File: src/rtl/ccff_bitstream_loader.sv
// ccff_bitstream_loader
//   Streams parallel configuration words, MSB first, onto the head of a
//   configuration flip-flop chain (ccff) and stops after exactly CHAIN_LEN
//   bits. Runs in the prog_clk domain, directly upstream of the tile ccff_head.
//
// Ports
//   prog_clk       programming clock, all state updates on the rising edge
//   pReset         synchronous active-high reset
//   start          pulse: begin a load (only honoured in IDLE or DONE)
//   abort          synchronous abort of a load in progress
//   word_data      bitstream word, bit DATA_W-1 leaves first
//   word_valid     word_data is valid
//   word_ready     loader takes the word this cycle when word_valid is high
//   ccff_head      registered serial bit to the chain head
//   ccff_shift_en  registered, high in the cycles the chain must capture ccff_head
//   busy           load in progress (LOAD or SHIFT)
//   done           all CHAIN_LEN bits delivered, held until start/abort/reset
//   aborted        sticky flag, last load was aborted
//   bits_loaded    number of bits delivered in the current/last load
module ccff_bitstream_loader #(
   parameter int DATA_W    = 32,
   parameter int CHAIN_LEN = 20,
   parameter int CNT_W     = 16
) (
   input  logic              prog_clk,
   input  logic              pReset,
   input  logic              start,
   input  logic              abort,
   input  logic [DATA_W-1:0] word_data,
   input  logic              word_valid,
   output logic              word_ready,
   output logic              ccff_head,
   output logic              ccff_shift_en,
   output logic              busy,
   output logic              done,
   output logic              aborted,
   output logic [CNT_W-1:0]  bits_loaded
);

   localparam int               RES_W    = $clog2(DATA_W + 1);
   localparam logic [RES_W-1:0] RES_FULL = RES_W'(DATA_W);
   localparam logic [RES_W-1:0] RES_ONE  = RES_W'(1);
   localparam logic [CNT_W-1:0] CNT_LAST = CNT_W'(CHAIN_LEN - 1);
   localparam logic [CNT_W-1:0] CNT_ONE  = CNT_W'(1);

   typedef enum logic [1:0] {ST_IDLE, ST_LOAD, ST_SHIFT, ST_DONE} state_t;

   state_t            state;
   state_t            state_nxt;
   logic [DATA_W-1:0] sreg;
   logic [RES_W-1:0]  residual;
   logic              last_bit;
   logic              last_res;
   logic              accept;
   logic              start_load;

   // last_bit: the shift happening now delivers bit CHAIN_LEN.
   // last_res: the shift happening now empties the current word.
   assign last_bit   = (bits_loaded == CNT_LAST);
   assign last_res   = (residual == RES_ONE);
   assign accept     = word_ready && word_valid;
   assign start_load = start && !abort && ((state == ST_IDLE) || (state == ST_DONE));

   // State register
   always_ff @(posedge prog_clk) begin
      if (pReset) begin
         state <= ST_IDLE;
      end else begin
         state <= state_nxt;
      end
   end

   // Next-state logic; abort takes precedence over everything but reset
   always_comb begin
      state_nxt = state;
      case (state)
         ST_IDLE: begin
            if (start_load) state_nxt = ST_LOAD;
         end
         ST_LOAD: begin
            if (abort)           state_nxt = ST_IDLE;
            else if (word_valid) state_nxt = ST_SHIFT;
         end
         ST_SHIFT: begin
            if (abort)                       state_nxt = ST_IDLE;
            else if (last_bit)               state_nxt = ST_DONE;
            else if (last_res && !word_valid) state_nxt = ST_LOAD;
         end
         ST_DONE: begin
            if (abort)           state_nxt = ST_IDLE;
            else if (start_load) state_nxt = ST_LOAD;
         end
         default: state_nxt = ST_IDLE;
      endcase
   end

   // Status and handshake outputs. word_ready is also raised while the last
   // bit of a word is shifting out (prefetch) unless that bit ends the chain,
   // so a continuously valid source never opens a gap and never over-feeds.
   always_comb begin
      busy       = (state == ST_LOAD) || (state == ST_SHIFT);
      done       = (state == ST_DONE);
      word_ready = 1'b0;
      if (!pReset && !abort) begin
         if (state == ST_LOAD) begin
            word_ready = 1'b1;
         end else if ((state == ST_SHIFT) && last_res && !last_bit) begin
            word_ready = 1'b1;
         end
      end
   end

   // Shift datapath and counters. A prefetched word overrides the shift of
   // the emptied register in the same cycle.
   always_ff @(posedge prog_clk) begin
      if (pReset) begin
         sreg          <= '0;
         residual      <= '0;
         ccff_head     <= 1'b0;
         ccff_shift_en <= 1'b0;
         bits_loaded   <= '0;
         aborted       <= 1'b0;
      end else begin
         ccff_shift_en <= 1'b0;
         if ((state == ST_SHIFT) && !abort) begin
            ccff_head     <= sreg[DATA_W-1];
            ccff_shift_en <= 1'b1;
            sreg          <= {sreg[DATA_W-2:0], 1'b0};
            residual      <= residual - RES_ONE;
            bits_loaded   <= bits_loaded + CNT_ONE;
         end
         if (accept) begin
            sreg     <= word_data;
            residual <= RES_FULL;
         end
         if (start_load) begin
            bits_loaded <= '0;
            aborted     <= 1'b0;
         end
         if (abort && busy) begin
            aborted <= 1'b1;
         end
      end
   end

endmodule

File: config.mk
export PLATFORM = sky130hd
export DESIGN_NAME = ccff_bitstream_loader
export DESIGN_NICKNAME = d
export VERILOG_FILES = /design/src/rtl/ccff_bitstream_loader.sv
export SDC_FILE = /design/constraint.sdc
export NUM_CORES = 1
export LEC_CHECK = 0
export BUFFER_PORTS_ARGS = -buffer_cell sky130_fd_sc_hd__buf_4
export CAP_MARGIN = 20
export CORE_MARGIN = 3
export CORE_UTILIZATION = 40
export DETAILED_ROUTE_END_ITERATION = 12
export REMOVE_ABC_BUFFERS = 1
export SLEW_MARGIN = 20
export SYNTH_ARGS = -nofsm -noshare
export SYNTH_HDL_FRONTEND = slang
export SYNTH_SLANG_ARGS = --single-unit
File: constraint.sdc
create_clock -name prog_clk -period 4.3 [get_ports prog_clk]
set_input_delay 0.86 -clock prog_clk [delete_from_list [all_inputs] [get_ports prog_clk]]
set_output_delay 0.86 -clock prog_clk [all_outputs]
set_load 0.005 [all_outputs]
==> metrics.md <==
| Metric | Value |
|---|---|
| Stages on worst setup path | 6 |
| Wirelength per Cell | 12.24 um |
| Global-route wire length before repair | 11.18 mm |
| IO Pins | 59 |
| RR Startpoint | bits_loaded[0] |
| VDD IR-drop max | 0.1400 mV |
| # rows | 31 |
| H-tree depth | 3 |
| Crit-path max cell delay | 0.47 ns |
| Design Power | 1.072 mW |
| Final Net Count | 463 |
| Endpoint class of the critical path | output pin |
| Post-synth EDFFs | 0 |
| Data required time of the worst path | 3.44 ns |
| Tot GR Track Use | 15.50% |
| Clk_skew | 0.005842 ns |
| Num CTS Buffers | 9 |
| FMAX | 334.2 MHz |
| CTS sink count | 59 |
| Final worst-path cycle share | 69.58% |
| Vias post-DR | 2622 |
| Total of max-cap violations | 0 |
| Synth-to-Final Area Change | 18.22% |
| Largest net degree at the start of global routing | 73 |
| R2R setup slack | 1.94 ns |
| Initial antenna violation count | 0 |
| Mapped Avg Cell Area | 8.447 um^2 |
| CP max stage cell | dfxtp_1 |
| Post-route cell area | 3735 um^2 |
| Final Max Slew Viols | 0 |
| Diodes inserted | 0 |
| Critical path class | flop to output pin |
| Hold_ws | 0.4504 ns |
| Metal2 WL | 2.784 mm |
| RSZ-0062 raised after global routing | no |
| Core Area | 7447 um^2 |
| CTS tree | built |
| Final core occ | 50.15% |
| DP Wirelength | 4.239 mm |
| DRC Markers | 0 |
| Remaining antenna violation count | 0 |
| Syn Inst Count | 374 |
| Register area share after synthesis | 37.39% |
| Post-DR vias/cell | 5.023 |
| Final worst slack | 1.308 ns |
| DP Cell Count | 507 |
| Lkg Pwr | 1.473 nW |
| Worst-path clk slew | 0.06 ns |
| Synth cell types | 44 |
| Main synth FF type | dfxtp_1 |
| Async S/R FF share, synth | 0% |
| GR Overflow Total | 0 |
| PD cells | 286.9 nW/um^2 |
| Final wirelength | 6.387 mm |
| Post-CTS Resized | 0 |
| Reg-to-reg endpoint | residual[5] |
| Worst hold path class | flop to flop |
| Fin cells | 522 |
| Post-CTS Setup Inserts | 0 |
| R2r worst-path depth | 5 |
| YS warnings | 0 |
| Critical Path Source | bits_loaded[0] |
| Number of DRC markers in iteration 0 | 123 |
| Setup violations, final | 0 |
| Setup TNS | 0 ns |
| Top Metal Used | met4 |
| Die W | 94.87 um |
| Area after DPL | 3575 um^2 |
| Yosys reg bits | 59 |
| Slew @ Worst Pin | 0.9801 ns |
| WL met1 | 3.190 mm |
| Share of layout cells above drive strength 1 | 18.68% |
| CP top delay family | simple AND/OR/NAND/NOR gates |
| Setup crit start kind | flop |
| Port-buffer cells | 58 |
| Status | finished, final reports clean |
| Hold buffer count at CTS | 0 |
| DRT Pass-1 Iters | 5 |
| Critical Path End | word_ready |
| Arr. time, crit path | 2.13 ns |
| DP Worst Slack | 1.235 ns |
| GP Congestion | 0.7962 |
| Minimum clock period | 2.992 ns |
| Hold Violations, Final | 0 |
| Vias in the first global route | 2482 |
| Critical path peak fanout | 7 |
| Post-Syn Area | 3159 um^2 |
| CTS root buf | clkbuf_8 |
| Die ar. | 9000 um^2 |
| CTS Buffer Depth | 2 |
| Vert. Die Dim | 94.87 um |
| Slew HR | 34.66% |
| Wire length on met3 | 346 um |
| Clk_lat worst skew | 0.33 ns |
| Crit-path cells | ha_1 > nor4b_1 > nand4_1 > a31oi_1 > nor2_1 > buf_4 |
| Buf+Inv Stages, Crit Path | 1 |
| Initial Utilization | 42.42% |
[per-layer routing]
layer	vias to the layer above	global-route usage, %
met1	1195	21.01
met4	0	6.851
met2	59	23.61
met5	-	0
li1	1362	-
met3	6	3.267
[cells in the mapped netlist, types with 2 or more instances]
cell type / count / area (um^2)
nand4_1: 6 / 37.54
nor4b_1: 2 / 17.52
buf_2: 7 / 35.03
xor2_1: 10 / 87.58
nand3_1: 3 / 15.01
and2_1: 2 / 12.51
o21ai_0: 3 / 15.01
inv_1: 7 / 26.28
nor2_1: 78 / 292.8
nand2_1: 16 / 60.06
ha_1: 7 / 87.58
xnor2_1: 3 / 26.28
o31ai_1: 5 / 37.54
or4_1: 4 / 30.03
and4b_1: 2 / 20.02
a21oi_1: 11 / 55.05
a211o_1: 2 / 17.52
nor3b_1: 2 / 15.01
nand2b_1: 35 / 219.0
or3_1: 31 / 193.9
a211oi_1: 3 / 22.52
dfxtp_1: 59 / 1181
clkbuf_1: 15 / 56.30
mux2i_1: 33 / 330.3
nor2b_1: 2 / 12.51
nor4_1: 3 / 18.77
a21o_1: 4 / 30.03
buf_12: 3 / 60.06
[logic make-up after synthesis]
logic type,synth area share (%)
and+or+nand+nor,32.52
DFF,37.39
AOI/OAI and AO/OA,7.287
buffers and inverters,5.980
muxes,10.46
xor gates and xnor gates,3.604
adders and majority gates,2.772
[tightest hold or removal path, stage by stage, from the launching register on]
cell	delay, ns
dfxtp_1	0.31
nand2_1	0.05
a21oi_1	0.05
[state kept, by name (all words and copies together) (netlist names)]
signal         flops
aborted            1
residual           6
ccff_head          1
state              2
sreg              32
bits_loaded       16
ccff_shift_en      1
[layout by cell type, fill, tap and decap left out, types with 3 or more instances in the layout]
cell type	count
dfxtp_1	59
clkinv_2	3
o31ai_1	5
or4_1	4
nor4_1	3
or3_1	31
buf_4	60
a21oi_1	11
nor2_1	78
mux2i_1	33
ha_1	7
nand4_1	6
clkbuf_8	10
nand2_1	16
a211oi_1	3
nand3_1	3
xnor2_1	3
o21ai_0	3
nand2b_1	35
a21o_1	3
inv_1	7
xor2_1	10
[worst min-delay path by stage]
stage | from | to | cells after the start
after floorplan | sreg[31] | ccff_head | 2
after global placement | sreg[31] | ccff_head | 2
after detailed placement | sreg[31] | ccff_head | 2
after CTS | sreg[31] | ccff_head | 2
after global routing | ccff_head | ccff_head | 2
final | sreg[31] | ccff_head | 2
[area by class of cell]
cell class                 instances  area [um^2]
multi-input combinational        282         1793
fill                             742         3712
clock inverter                     3        15.01
timing repair buffer              60        450.4
sequential                        59         1181
tap                               99        123.9
clock buffer                      12        145.1
inverter                           7        26.28
[where the power goes]
part / switching, mW / internal (mW)
Combinational: 0.0418 / 0.0491
Sequential: 0.00412 / 0.554
Clock: 0.204 / 0.219
Total: 0.249 / 0.822
No activity file was read; power rests on OpenSTA's default activity.
